===== src/rtl/arc4_pkg.sv =====
// Shared ARC4 definitions: memory geometry and the PRGA state list used by the
// encrypt and decrypt keystream engines.
package arc4_pkg;

  localparam int ARC4_ADDR_W = 8;
  localparam int ARC4_DATA_W = 8;

  typedef enum logic [3:0] {
    ST_IDLE,
    ST_RD_LEN,
    ST_WR_LEN,
    ST_RD_SI,
    ST_RD_SJ,
    ST_WR_SI,
    ST_WR_SJ,
    ST_RD_KS,
    ST_XOR_WR
  } prga_state_t;

endpackage


===== src/rtl/arc4_encrypt_prga.sv =====
// ARC4 keystream encryptor: reads a length-prefixed plaintext, runs the PRGA over a
// key-scheduled S array and writes the length-prefixed ciphertext.
module arc4_encrypt_prga
  import arc4_pkg::*;
#(
  parameter int ADDR_W = ARC4_ADDR_W,
  parameter int DATA_W = ARC4_DATA_W
) (
  input  logic              clk,
  input  logic              rst_n,
  input  logic              en,
  output logic              rdy,
  output logic [ADDR_W-1:0] s_addr,
  input  logic [DATA_W-1:0] s_rddata,
  output logic [DATA_W-1:0] s_wrdata,
  output logic              s_wren,
  output logic [ADDR_W-1:0] pt_addr,
  input  logic [DATA_W-1:0] pt_rddata,
  output logic [ADDR_W-1:0] ct_addr,
  output logic [DATA_W-1:0] ct_wrdata,
  output logic              ct_wren
);

  prga_state_t       state;
  logic [ADDR_W-1:0] i;
  logic [ADDR_W-1:0] j;
  logic [ADDR_W-1:0] k;
  logic [ADDR_W-1:0] length;
  logic [DATA_W-1:0] si;
  logic [DATA_W-1:0] sj;

  assign rdy = (state == ST_IDLE);

  // Each non-idle state lasts one cycle; memory read data arrives in the state after
  // the one that drove the address, so the sequence is fixed at six cycles per byte.
  always_ff @(posedge clk) begin
    if (!rst_n) begin
      state  <= ST_IDLE;
      i      <= ADDR_W'(1);
      j      <= '0;
      k      <= ADDR_W'(1);
      length <= '0;
      si     <= '0;
      sj     <= '0;
    end else begin
      case (state)
        ST_IDLE: begin
          if (en) begin
            i     <= ADDR_W'(1);
            j     <= '0;
            k     <= ADDR_W'(1);
            state <= ST_RD_LEN;
          end
        end
        ST_RD_LEN: state <= ST_WR_LEN;
        ST_WR_LEN: begin
          length <= pt_rddata;
          state  <= (pt_rddata == '0) ? ST_IDLE : ST_RD_SI;
        end
        ST_RD_SI: state <= ST_RD_SJ;
        ST_RD_SJ: begin
          si    <= s_rddata;
          j     <= j + s_rddata;
          state <= ST_WR_SI;
        end
        ST_WR_SI: begin
          sj    <= s_rddata;
          state <= ST_WR_SJ;
        end
        ST_WR_SJ: state <= ST_RD_KS;
        ST_RD_KS: state <= ST_XOR_WR;
        ST_XOR_WR: begin
          // Compare before incrementing so a 255-byte message never wraps k.
          if (k == length) begin
            state <= ST_IDLE;
          end else begin
            i     <= i + ADDR_W'(1);
            k     <= k + ADDR_W'(1);
            state <= ST_RD_SI;
          end
        end
        default: state <= ST_IDLE;
      endcase
    end
  end

  // The j address in RD_SJ depends on the S data returned that same cycle, so memory
  // controls are decoded from the current state rather than registered ahead.
  always_comb begin
    s_addr    = '0;
    s_wrdata  = '0;
    s_wren    = 1'b0;
    pt_addr   = '0;
    ct_addr   = '0;
    ct_wrdata = '0;
    ct_wren   = 1'b0;
    case (state)
      ST_RD_LEN: pt_addr = '0;
      ST_WR_LEN: begin
        ct_addr   = '0;
        ct_wrdata = pt_rddata;
        ct_wren   = 1'b1;
      end
      ST_RD_SI: s_addr = i;
      ST_RD_SJ: s_addr = j + s_rddata;
      ST_WR_SI: begin
        s_addr   = i;
        s_wrdata = s_rddata;
        s_wren   = 1'b1;
      end
      ST_WR_SJ: begin
        s_addr   = j;
        s_wrdata = si;
        s_wren   = 1'b1;
      end
      ST_RD_KS: begin
        s_addr  = si + sj;
        pt_addr = k;
      end
      ST_XOR_WR: begin
        ct_addr   = k;
        ct_wrdata = s_rddata ^ pt_rddata;
        ct_wren   = 1'b1;
      end
      default: ;
    endcase
  end

endmodule


===== config.mk =====
export PLATFORM = sky130hd
export DESIGN_NAME = arc4_encrypt_prga
export DESIGN_NICKNAME = d
export VERILOG_FILES = /design/src/rtl/arc4_pkg.sv /design/src/rtl/arc4_encrypt_prga.sv
export SDC_FILE = /design/constraint.sdc
export NUM_CORES = 1
export LEC_CHECK = 0
export ABC_AREA = 1
export CAP_MARGIN = 30
export CORE_MARGIN = 2
export CORE_UTILIZATION = 54
export CTS_CLUSTER_DIAMETER = 30
export DETAILED_ROUTE_END_ITERATION = 10
export PLACE_DENSITY = 0.86
export SLEW_MARGIN = 5
export SYNTH_ARGS = -nofsm -noshare
export SYNTH_HDL_FRONTEND = slang
export SYNTH_SLANG_ARGS = --single-unit

===== constraint.sdc =====
create_clock -name clk -period 2.75 [get_ports clk]
set_input_delay 0.6875 -clock clk [delete_from_list [all_inputs] [get_ports clk]]
set_output_delay 0.6875 -clock clk [all_outputs]
set_load 0.03 [all_outputs]

==> results.txt, run 1 <==
- Outcome: finished with violations
- Violations in the final reports: negative setup slack
- Gate Count Post-Synth: 532
* Warnings, synthesis: 0
- Netlist Area Pre-Place: 3570 um^2
- For this run the aggregate overflow at the end of global routing stands at 0.
- In the routed design, unresolved DRC markers number 0.
- Entering global routing, the biggest net connects 42 pins.
- The clock passes through at most 2 buffers.
- Number of top-level pins: 62
- In this run the remaining antenna-violating nets after routing total 0.
* Quantity of hold-fixing buffers added after cts: 0
- Final Cycle Share: 102%
- The worst hold path belongs to the class flop to flop.
* Detailed placement HPWL: between 7000 and 8000 um
* FF+latch count, synth: 52
- After layout, the worst setup slack is -0.0603 ns.
* Die width: 85.4 um
* Height of the chip: 85.4 um
* Max capacitance violation total: 0
- In this run, placement finished with an instance count of 689.
* Area of the core: about 6400 um^2
* Antenna cells: 0
- Clock transition at path regs: 0.10 ns
- Input/output buffers: 61
- Prior to clock tree synthesis, the placed netlist has a worst setup slack of -0.984 ns.
- Seq/Total Area, Yosys: between 20 and 30%
* Worst hold slack across all endpoints: 0.486 ns
* Cell area after placement: between 4000 and 5000 um^2
- Summed over all cells, the static leakage comes to 0.00235 uW.
* Total wire length: 11500 um
* Proportion of layout cells with a drive suffix above 1: 25.0%
- Setup repair after global routing could not meet its margin everywhere.
* Total clock sinks: 52
* Initial antenna violation count: 0
- The largest total area in the synthesized netlist belongs to sky130_fd_sc_hd__dfxtp_1.
- Minimum clock period after layout: about 2.8 ns
- Avg Synthesized Cell Area: 6.72 um^2
- Crit path arrival time: 2.12 ns
- Type of destination of the critical path: output port
- Initial Utilization: a little under three fifths
* Root Buffer Master: sky130_fd_sc_hd__clkbuf_8
- The congestion estimate from routability-driven global placement came to 0.902.
* Maximum frequency from static timing analysis: 356 MHz
- Ranked by instance count, the synthesized netlist is headed by sky130_fd_sc_hd__nand2_1 (144), sky130_fd_sc_hd__nor2_1 (56), sky130_fd_sc_hd__dfxtp_1 (52), sky130_fd_sc_hd__inv_1 (47), sky130_fd_sc_hd__nand3_1 (44).
* Drt initial violations: 352
* Worst Setup Start Kind: input port
* Sum of negative setup slack: -0.158 ns
- The via count of the first global-routing pass came to 3773.
- CTS built an H-tree with a depth of 2.
* Transition time at the pin with the least slew margin: 0.525 ns
* Dominant cell by count in the synthesized netlist: sky130_fd_sc_hd__nand2_1
- Area delta synth->final: 34.2%
- Final count of hold timing violations: 0
- The clock reaches the later pin of the worst-skew pair after 0.33 ns.
- GR Util All Layers: about 31%
* Total count of max-transition violations in the final report: 0
* Type of the worst setup path: input port to output port
- TritonCTS clock tree: built
- Setup violations remaining at the end of the flow were counted as 4.
* Number of fillers in the final layout: around 480
- The most used flip-flop cell after synthesis is sky130_fd_sc_hd__dfxtp_1.
- Synthesis produced a netlist with a net count of between 500 and 600.
- Die area: ~7300 um^2
- Synth async-reset ratio: 0%
- CP Data Required Time: 2.06 ns
- After detailed routing, the number of vias per cell comes to 5.73.
* Avg WL per Cell: 16.4 um
- Worst supply voltage drop on vdd: roughly 0.00057 V
- Summed over its instances, the top area cell type makes up 29.1% of the synthesized netlist area.
* Final cell count without fillers: ~700
- Via count: 4037
- The first global-routing pass estimated 17900 um of wire.
* Number of enable flip-flop cells after synthesis: 0
- The worst pin sits at a relative slew slack of 65.0%.
- Power spread over the standard cell area amounts to 520 nW/um^2.
* Post-route cell area: 4800 um^2
- Count of cell types in the netlist: 41
- Maximum net fanout on the critical path: 2
- By area the synthesized netlist is led by sky130_fd_sc_hd__dfxtp_1 (29%), sky130_fd_sc_hd__nand2_1 (15%), sky130_fd_sc_hd__nand3_1 (6.2%), sky130_fd_sc_hd__a21oi_1 (5.9%), sky130_fd_sc_hd__nor2_1 (5.9%).
* Nets: 663
- Across the routed clock network, the largest skew measured is ~0.014 ns.
* Number of CTS-inserted buffers: 5
* Cell Rows: 29
* Length of the first detailed-routing pass in iterations: 5
==> timing repair <==
action | in CTS | in global routing
setup buffers | 5 | 2
pin swaps | 16 | 10
resized for setup | 56 | 38
setup endpoints to repair | 14 | 24
==> flip-flops by register name (all words and copies together) (netlist names) <==
name    count
si          8
i           8
j           8
sj          8
k           8
state       4
length      8
==> cell type report <==
type                       count  area, um^2  area share [%]
sequential                    52        1040            21.8
inverter                      58         225            4.70
clock buffer                   5        68.8            1.43
tap                           77        96.3            2.01
multi-input combinational    405        2400            50.1
clock inverter                 3        27.5           0.574
timing repair buffer         104         932            19.4
==> worst max-delay path, stage by stage <==
cell and delay (ns):
sky130_fd_sc_hd__clkdlybuf4s15_1 0.20, sky130_fd_sc_hd__ha_2 0.34, sky130_fd_sc_hd__inv_1 0.07, sky130_fd_sc_hd__buf_4 0.14, sky130_fd_sc_hd__o21ai_2 0.12, sky130_fd_sc_hd__nand2_1 0.08
sky130_fd_sc_hd__nand3_1 0.08, sky130_fd_sc_hd__nand2_1 0.06, sky130_fd_sc_hd__nand3_2 0.07, sky130_fd_sc_hd__nand4_1 0.11, sky130_fd_sc_hd__buf_6 0.16
==> through the flow <==
stage / total power (uW) / utilization, %
4_1_cts: 2440 / 73.2
6_report: 2490 / 75.1
3_3_place_gp: 1910 / 68.6
2_1_floorplan: 1630 / -
5_1_grt: 2600 / 75.1
3_5_place_dp: 1940 / 68.6
==> final timing paths <==
check                      from                 end  slack (ns)  cells after the start
max reg2reg   j[0]$_SDFFE_PN0P_   j[4]$_SDFFE_PN0P_        0.86                     11
min reg2reg  sj[3]$_SDFFE_PN0N_  sj[3]$_SDFFE_PN0N_        0.49                      2
max                 s_rddata[3]           s_addr[6]       -0.06                     11
min          sj[3]$_SDFFE_PN0N_  sj[3]$_SDFFE_PN0N_        0.49                      2
==> cell families after synthesis <==
logic type	Yosys count	share of synthesized area, %
adder cells (fa/ha/maj)	18	6.72
AO/OA/AOI/OAI	85	13.8
AND/OR/NAND/NOR	281	35.7
buffers and inverters	75	9.56
flip-flops	52	29.1
XOR/XNOR	21	5.15
==> cell usage in the layout, fill, tap and decap left out, types with 3 or more instances in the layout <==
cell                              instances
sky130_fd_sc_hd__nand2_1                141
sky130_fd_sc_hd__buf_4                   60
sky130_fd_sc_hd__nor2_1                  56
sky130_fd_sc_hd__dfxtp_1                 49
sky130_fd_sc_hd__inv_1                   44
sky130_fd_sc_hd__a21oi_1                 37
sky130_fd_sc_hd__nand3_1                 33
sky130_fd_sc_hd__o21ai_0                 18
sky130_fd_sc_hd__xnor2_1                 16
sky130_fd_sc_hd__clkdlybuf4s50_1         15
sky130_fd_sc_hd__dlymetal6s2s_1          14
sky130_fd_sc_hd__inv_2                   13
sky130_fd_sc_hd__a21oi_2                 12
sky130_fd_sc_hd__nand4_1                 10
sky130_fd_sc_hd__nand3_2                  9
sky130_fd_sc_hd__ha_1                     8
sky130_fd_sc_hd__nand2_2                  7
sky130_fd_sc_hd__buf_6                    7
sky130_fd_sc_hd__o21ai_2                  6
sky130_fd_sc_hd__ha_4                     6
sky130_fd_sc_hd__nor2_4                   5
sky130_fd_sc_hd__xor2_1                   5
sky130_fd_sc_hd__clkbuf_8                 5
sky130_fd_sc_hd__a22oi_1                  4
sky130_fd_sc_hd__nor2_2                   3
sky130_fd_sc_hd__nand3_4                  3
sky130_fd_sc_hd__nor3b_1                  3
sky130_fd_sc_hd__dlygate4sd2_1            3
sky130_fd_sc_hd__dfxtp_2                  3
==> layer usage <==
metal	up-vias	global-route usage, %	share of wire [%]
li1	1910	-	-
met1	1852	39.1	40
met2	230	51.3	47
met5	-	0	0
met3	45	4.09	8.6
met4	0	14.4	4.5
==> where the power goes <==
group          internal [uW]  switching, uW  total [uW]
registers                834           86.8         921
clock network            188            299         487
logic                    395            692        1090
Note: power is estimated with default switching activity, not from simulation.
==> run 2, diff against run 1 <==
--- a/config.mk
+++ b/config.mk
@@ -11,6 +11,7 @@
 export CORE_UTILIZATION = 54
 export CTS_CLUSTER_DIAMETER = 30
 export DETAILED_ROUTE_END_ITERATION = 10
+export GPL_TIMING_DRIVEN = 0
 export PLACE_DENSITY = 0.86
 export SLEW_MARGIN = 5
 export SYNTH_ARGS = -nofsm -noshare
==> results.txt, run 2 (synthesis results as in run 1) <==
- Outcome: finished with violations
- The final reports fail on negative setup slack.
- Cell internal power dissipation: 1470 uW (+4.1%)
- Minimum clock period after layout: 2.83 ns (+0.0199 ns)
* GR Util All Layers: 27.7% (-2.9 points)
- Die width: 85.4 um (unchanged)
- Crit. path cell count: 11 (unchanged)
- Worst Setup Start Kind: input port
- The count of cells along the worst register-to-register path was 9 (-2).
- The path with the worst hold slack has its endpoint at sj[3]$_SDFFE_PN0N_.
- In this run the most critical hold path is launched from sj[3]$_SDFFE_PN0N_.
- Max capacitance violation total: 0 (unchanged)
* Reg power frac: 36.9% (about the same)
- The net switching power of the design is 1020 uW (-5.5%).
- The leakage power figure was 0.00215 uW (-8.7%).
- The worst setup path is of the input port to output port kind.
- The standard cell core area was 6390 um^2 (unchanged).
- Total wire length: 10200 um (-12%)
- The critical path goes through buf_8 -> ha_4 -> inv_2 -> fa_2 -> inv_2 -> a21oi_1 -> o21ai_1 -> a21oi_1 -> o21ai_1 -> nand3_1 -> buf_6.
* Proportion of layout cells with a drive suffix above 1: 18.0% (-7.1 points)
- Final setup fails: 1 (-3)
* Combined buffer and inverter count along the critical path: 4 (unchanged)
- The worst setup slack for register-to-register paths was 1.05 ns (+0.19 ns).
* Sum of negative setup slack: -0.0802 ns (+0.0776 ns)
- The total CTS buffers is 5 (unchanged).
- The switching power as a share of total power came to 40.9% (-2.3 points).
- Post-layout total power: 2490 uW (about the same)
- Input/output buffers: 61 (unchanged)
- The buffer levels on the longest clock path was 2 (unchanged).
* Transition time at the pin with the least slew margin: 0.633 ns (+0.108 ns)
- Worst setup skew after layout: 0.0114 ns (-0.00233 ns)
* Worst supply voltage drop on vdd: 0.000517 V (-9.1%)
- Maximum frequency from static timing analysis: 353 MHz (-0.70%)
- The final standard cell area without fillers is 4490 um^2 (-6.4%).
- The maximum single-stage delay on the critical path is 0.36 ns (+0.02 ns).
- The ratio of total power to cell area is 555 nW/um^2 (+6.8%).
- The half-perimeter wire length of the detailed placement result is 7490 um (-3.2%).
- The data arrival at the endpoint of the critical path was 2.14 ns (+0.02 ns).
- Clock transition at path regs: 0.10 ns (about the same)
* Cell area after placement: 4280 um^2 (-2.2%)
* Total clock sinks: 52 (unchanged)
- Cell Rows: 29 (unchanged)
- The worst max-slew margin expressed relative to the limit was 57.8% (-7.2 points).
* Combinational cell fraction of total power: 41.6% (-2.0 points)
- The routability-driven placement congestion ratio came to 0.928 (+2.9%).
- Cell with the largest stage delay on the worst path: sky130_fd_sc_hd__fa_2
- Clock latency at the later pin of the worst-skew pair: 0.31 ns (-0.02 ns)
- The startpoint identified for the worst register-to-register timing path is j[0]$_SDFFE_PN0P_.
- Drt initial violations: 224 (-36%)
- The count of unresolved DRC violations after routing is 0 (unchanged).
* TritonCTS clock tree: built
- Root Buffer Master: sky130_fd_sc_hd__clkbuf_8
- STA classifies the critical path endpoint as an output port.
- Pin count of the biggest net entering global routing: 16 (-62%)
* Via count of the first global-routing pass: 3546 (-6.0%)
- Depth of the CTS H-tree: 2 (unchanged)
* Avg WL per Cell: 14.9 um (-9.1%)
* Height of the chip: 85.4 um (unchanged)
* Number of top-level pins: 62 (unchanged)
* Nets: 643 (-3.0%)
- Initial antenna violation count: 0 (unchanged)
- The global-route congestion overflow total was 0 (unchanged).
* Worst hold slack across all endpoints: 0.482 ns (-0.00370 ns)
* Setup slack of the critical path after layout: -0.0802 ns (-0.0199 ns)
* Antenna Violating Nets Remaining: 0 (unchanged)
- Initial Utilization: 56.0% (unchanged)
- In the layout the commonest cells are sky130_fd_sc_hd__nand2_1 (144), sky130_fd_sc_hd__nor2_1 (56), sky130_fd_sc_hd__dfxtp_1 (51), sky130_fd_sc_hd__inv_1 (44), sky130_fd_sc_hd__a21oi_1 (41).
- First-pass GRT wire length: 16200 um (-9.5%)
- The via density per instance was 5.54 (-3.3%).
* Path class of the lowest-slack min-delay path: flop to flop
- Setup Slack @ Placement: -1.19 ns (-0.209 ns)
* Setup repair after global routing missed its margin: yes
- The count of TritonRoute iterations in the first routing pass came to 5 (unchanged).
- Maximum net fanout on the critical path: 4 (+2)
- The number of cells on the worst hold path came to 2 (unchanged).
- Area delta synth->final: 25.6%
- Commonest non-fill, non-tap cell in the layout: sky130_fd_sc_hd__nand2_1
- The area of the die was 7290 um^2 (unchanged).
- CP Data Required Time: 2.06 ns (about the same)
* Kind of cell with the highest combined delay on the critical path: adder cells
* Via count: 3792 (-6.1%)
* Final count of hold timing violations: 0 (unchanged)
- The portion of total power attributed to the clock network came to 21.5% (+2.0 points).
- Antenna cells: 0 (unchanged)
- Total count of max-transition violations in the final report: 0 (unchanged)
- The final worst-path cycle share came to 103% (+0.72 points).
* Worst reg2reg endpoint: j[4]$_SDFFE_PN0P_
-- run 2: worst max path at each step --
stage                start   endpoint  slack (ns)
6_report       s_rddata[0]  s_addr[4]       -0.08
3_3_place_gp   s_rddata[0]  s_addr[4]       -1.20
2_1_floorplan  s_rddata[0]  s_addr[4]        0.04
5_1_grt        s_rddata[0]  s_addr[4]       -0.15
4_1_cts        s_rddata[0]  s_addr[4]       -0.09
3_5_place_dp   s_rddata[0]  s_addr[4]       -1.19
-- run 2: per-stage QoR --
| stage | util [%] | std cells |
|---|---|---|
| after CTS | 69.5 | 680 |
| final | 70.3 | 684 |
| after global routing | 70.3 | 684 |
| after detailed placement | 67.0 | 670 |
| after global placement | 67.0 | 670 |
| after floorplan | - | 532 |
-- run 2: final cells by class --
| cell class | count | area, um^2 |
|---|---|---|
| plain buffers | 17 | 123 |
| clock buffers | 6 | 72.6 |
| clock inverters | 2 | 35.0 |
| fillers | 535 | 1900 |
| inverters | 58 | 225 |
| multi-input cells | 405 | 2320 |
| flip-flops and latches | 52 | 1040 |
| well taps | 77 | 96.3 |
| repair buffers | 67 | 572 |
-- run 2: what timing repair did --
item / in CTS / in global routing
resized for setup: 105 / 65
setup endpoints to repair: 42 / 33
buffers inserted: 2 / 4
hold buffers: 0 / 0
pin swaps: 4 / 10
-- run 2: per-layer routing --
metal  part of all wire [%]  GRT usage (%)  up-vias
li1                       -              -     1869
met1                     44           35.9     1745
met2                     47           46.5      156
met3                    7.3           4.86       22
met4                    2.2           9.81        0
met5                      0              0        -
-- run 2: power groups by stage --
stage	logic, uW	registers [uW]	clock network (uW)
after floorplan	724	911	0
after global placement	985	927	0
after detailed placement	1010	932	0
after CTS	1010	917	537
after global routing	1120	930	565
final	1040	920	536
-- run 2: worst register-to-register path: stages (launching register included) --
cell and delay (ns):
sky130_fd_sc_hd__dfxtp_1 0.41, sky130_fd_sc_hd__ha_4 0.17, sky130_fd_sc_hd__inv_2 0.04, sky130_fd_sc_hd__fa_2 0.36, sky130_fd_sc_hd__inv_2 0.06, sky130_fd_sc_hd__a21oi_1 0.06
sky130_fd_sc_hd__o21ai_1 0.20, sky130_fd_sc_hd__a21oi_1 0.09, sky130_fd_sc_hd__o21ai_1 0.11, sky130_fd_sc_hd__a21oi_1 0.08
==> run 3, diff against run 2 <==
--- a/config.mk
+++ b/config.mk
@@ -5,15 +5,15 @@
 export SDC_FILE = /design/constraint.sdc
 export NUM_CORES = 1
 export LEC_CHECK = 0
-export ABC_AREA = 1
 export CAP_MARGIN = 30
 export CORE_MARGIN = 2
-export CORE_UTILIZATION = 54
+export CORE_UTILIZATION = 53
 export CTS_CLUSTER_DIAMETER = 30
 export DETAILED_ROUTE_END_ITERATION = 10
 export GPL_TIMING_DRIVEN = 0
-export PLACE_DENSITY = 0.86
-export SLEW_MARGIN = 5
+export PLACE_DENSITY = 0.85
+export REMOVE_ABC_BUFFERS = 1
+export SLEW_MARGIN = 10
 export SYNTH_ARGS = -nofsm -noshare
 export SYNTH_HDL_FRONTEND = slang
 export SYNTH_SLANG_ARGS = --single-unit
==> results.txt, run 3 <==
* TritonCTS clock tree: built
* Minimum clock period after layout: 2.98 ns (+0.149 ns)
- The area growth from synthesis to layout is 31.2%.
- Maximum frequency from static timing analysis: 336 MHz (-5.0%)
* Quantity of hold-fixing buffers added after cts: 0 (unchanged)
- Commonest non-fill, non-tap cell in the layout: sky130_fd_sc_hd__nand2_1
- After synthesis, the largest family of logic cells by area is simple AND/OR/NAND/NOR gates.
- Number of enable flip-flop cells after synthesis: 0 (unchanged)
- Dominant cell by count in the synthesized netlist: sky130_fd_sc_hd__nand2_1
- The count of cells along the worst register-to-register path was 5 (-4).
* Setup slack of the critical path after layout: -0.229 ns (-0.149 ns)
- The via density per instance was 6.40 (+15%).
* Detailed placement HPWL: 6910 um (-7.8%)
* Placer's final routability congestion estimate: 0.884 (-4.8%)
- Primary flip-flop cell chosen by synthesis mapping: sky130_fd_sc_hd__dfxtp_1
- The run finished, with violations left.
* Drt drc: 0 (unchanged)
- Total count of max-transition violations in the final report: 0 (unchanged)
- The total routing resource utilization after global routing is 27.5% (-0.22 points).
- The post-synthesis area per instance was 7.52 um^2 (+12%).
- The die outline height came to 85.5 um (+0.13%).
- Type of the worst setup path: input port to output port
- The count of final setup violators was 8 (+7).
- The area share of the largest cell type after synthesis came to 29.6% (+0.47 points).
- The total CTS buffers is 5 (unchanged).
- CP Data Required Time: 2.06 ns (about the same)
* Type of destination of the critical path: output port
- The buffer levels on the longest clock path came to 2 (unchanged).
- Xor and xnor area share after synthesis: 4.48% (-0.66 points)
* Max capacitance violation total: 0 (unchanged)
* Total clock sinks: 52 (unchanged)
- Input/output buffers: 61 (unchanged)
- FF+latch count, synth: 52 (unchanged)
* Depth of the CTS H-tree: 2 (unchanged)
- Antenna Violating Nets Remaining: 0 (unchanged)
- The total of warnings raised by yosys is 0 (unchanged).
* Setup repair after global routing missed its margin: yes
* Worst supply voltage drop on vdd: 0.000276 V (-47%)
* Relative slew slack: 48.3% (-9.5 points)
- The synthesized-area fraction occupied by adder cells came to 6.83% (+0.11 points).
* Cell area after placement: 4130 um^2 (-3.4%)
- The number of instances in the synthesized netlist came to 468 (-12%).
- Die width: 85.5 um (+0.13%)
* Initial Utilization: 55.1% (-0.88 points)
- The pin slew with the least headroom to its limit came to 0.772 ns (+0.140 ns).
- Synth async-reset ratio: 0% (unchanged)
- Maximum net fanout on the critical path: 2 (-2)
* First-pass GRT wire length: 16300 um (+0.38%)
- Drt initial violations: 407 (+82%)
* Clock transition at path regs: 0.10 ns (about the same)
* Number of top-level pins: 62 (unchanged)
- The distinct cell type count after synthesis came to 53 (+29%).
- Pin count of the biggest net entering global routing: 48 (+32)
- Via count: 3896 (+2.7%)
- The via count of the first global-routing pass came to 3439 (-3.0%).
- The share of synthesized area spent on multiplexers is 1.99% (+2.0 points).
- Capturing instance or port of the critical path: s_addr[5]
* Worst setup skew after layout: 0.0144 ns (+0.00306 ns)
- Top cell type by total area after synthesis: sky130_fd_sc_hd__dfxtp_1
* Top cells by area, synth: sky130_fd_sc_hd__dfxtp_1 (30%), sky130_fd_sc_hd__nand2_1 (11%), sky130_fd_sc_hd__a21boi_0 (6.2%), sky130_fd_sc_hd__ha_1 (5.7%), sky130_fd_sc_hd__o21ai_0 (5.0%)
- In this run the critical register-to-register path is captured at i[0]$_SDFFE_PN1P_.
- Compound-gate portion of the synthesized area: 23.0% (+9.3 points)
- The floorplan row count came to 29 (unchanged).
* Worst Setup Start Kind: input port
- The global-route congestion overflow total was 0 (unchanged).
- The worst register-to-register path begins at k[3]$_SDFFE_PN0P_.
- The clock latency on the worst-skew pair was 0.32 ns (about the same).
* Length of the first detailed-routing pass in iterations: 5 (unchanged)
- Initial antenna violation count: 0 (unchanged)
- The final-stage net count was 568 (-12%).
- Post-route cell area: 4620 um^2 (+2.8%)
- Startpoint of the worst setup timing path: s_rddata[0]
* Ratio of total power to cell area: 361 nW/um^2 (-35%)
* Leakage power: 0.00203 uW (-5.6%)
- The worst slack after detailed placement came to -1.33 ns (-0.133 ns).
* Seq/Total Area, Yosys: 29.6% (+0.47 points)
* Die area: 7310 um^2 (+0.27%)
* Most instantiated cells after synthesis: sky130_fd_sc_hd__nand2_1 (107), sky130_fd_sc_hd__dfxtp_1 (52), sky130_fd_sc_hd__o21ai_0 (35), sky130_fd_sc_hd__a21boi_0 (29), sky130_fd_sc_hd__nand3_1 (21)
- Path class of the lowest-slack min-delay path: flop to flop
* Violations in the final reports: negative setup slack
- The post-synthesis simple-gate area fraction was 29.8% (-5.9 points).
* Flop-to-flop setup slack: 0.66 ns (-0.39 ns)
* Commonest cells after routing, fill and taps aside: sky130_fd_sc_hd__nand2_1 (105), sky130_fd_sc_hd__dfxtp_1 (41), sky130_fd_sc_hd__o21ai_0 (30), sky130_fd_sc_hd__a21boi_0 (29), sky130_fd_sc_hd__nand3_1 (19)
- Number of fillers in the final layout: 485 (-9.3%)
- The overall routed net length came to 11600 um (+14%).
* Antenna cells: 0 (unchanged)
* Crit path arrival time: 2.29 ns (+0.15 ns)
- Final Cycle Share: 108% (+5.4 points)
* Area of the core: 6390 um^2 (unchanged)
* Proportion of layout cells with a drive suffix above 1: 22.6% (+4.6 points)
- Avg WL per Cell: 19.1 um (+28%)
* Root Buffer Master: sky130_fd_sc_hd__clkbuf_8
- Final count of hold timing violations: 0 (unchanged)
- Netlist Area Pre-Place: 3520 um^2 (-1.6%)
-- run 3: stage by stage --
stage          hold WS [ns]  cells  utilization, %  power (uW)  setup TNS (ns)
3_5_place_dp          0.464    583            64.7        1170          -22.54
6_report              0.490    609            72.3        1670          -0.717
5_1_grt               0.516    609            72.3        1720           -1.87
2_1_floorplan         0.447    444               -        1020         -0.0574
3_3_place_gp          0.459    582            64.5        1150          -25.83
4_1_cts               0.478    598            68.8        1610          -0.496
-- run 3: routing by layer --
metal / routed length (um) / vias to the layer above / global-route usage [%]
met1: 4410 / 1803 / 33.8
met5: 0 / - / 0
li1: - / 1772 / -
met2: 5510 / 237 / 47.9
met4: 718 / 0 / 12.0
met3: 994 / 84 / 3.79
-- run 3: critical path, cell delays in order --
cell and delay, ns:
sky130_fd_sc_hd__buf_12 0.10, sky130_fd_sc_hd__ha_4 0.17, sky130_fd_sc_hd__buf_12 0.13, sky130_fd_sc_hd__a211oi_4 0.31, sky130_fd_sc_hd__o21bai_2 0.15, sky130_fd_sc_hd__a211oi_2 0.26
sky130_fd_sc_hd__nor3_2 0.08, sky130_fd_sc_hd__a211o_1 0.26, sky130_fd_sc_hd__buf_6 0.15
-- run 3: worst min path at each step --
| stage | startpoint | to | slack (ns) | cells past startpoint |
|---|---|---|---|---|
| 2_1_floorplan | sj[0]$_SDFFE_PN0N_ | sj[0]$_SDFFE_PN0N_ | 0.45 | 2 |
| 3_3_place_gp | sj[3]$_SDFFE_PN0N_ | sj[3]$_SDFFE_PN0N_ | 0.46 | 2 |
| 3_5_place_dp | sj[4]$_SDFFE_PN0N_ | sj[4]$_SDFFE_PN0N_ | 0.46 | 2 |
| 4_1_cts | sj[4]$_SDFFE_PN0N_ | sj[4]$_SDFFE_PN0N_ | 0.48 | 2 |
| 5_1_grt | si[6]$_SDFFE_PN0P_ | si[6]$_SDFFE_PN0P_ | 0.52 | 2 |
| 6_report | sj[7]$_SDFFE_PN0N_ | sj[7]$_SDFFE_PN0N_ | 0.49 | 2 |
-- run 3: report_power, final --
part / switching (uW) / internal [uW]
combinational: 239 / 146
clock: 274 / 181
sequential: 54.0 / 773
total: 566 / 1100
-- run 3: final cells by class --
type | instances | area (um^2) | share of cell area [%]
clock buffers | 5 | 68.8 | 1.49
clock inverters | 3 | 23.8 | 0.515
inverters | 12 | 45.0 | 0.976
multi-input cells | 380 | 2630 | 56.9
flip-flops and latches | 52 | 1070 | 23.1
well taps | 77 | 96.3 | 2.09
repair buffers | 80 | 687 | 14.9
-- run 3: timing repair --
action	in CTS	in global routing
resized for setup	146	100
pin swaps	15	26
endpoints found under the setup margin	42	39
setup buffers	7	11
hold endpoints to repair	0	0
-- run 3: logic make-up (layout without fill, tap and decap cells) --
family | Yosys count | count (layout)
and+or+nand+nor | 212 | 212
AOI/OAI and AO/OA | 125 | 125
DFF | 52 | 52
buffers and inverters | 36 | 100
adders and majority gates | 18 | 18
xor gates and xnor gates | 18 | 18
muxes | 7 | 7
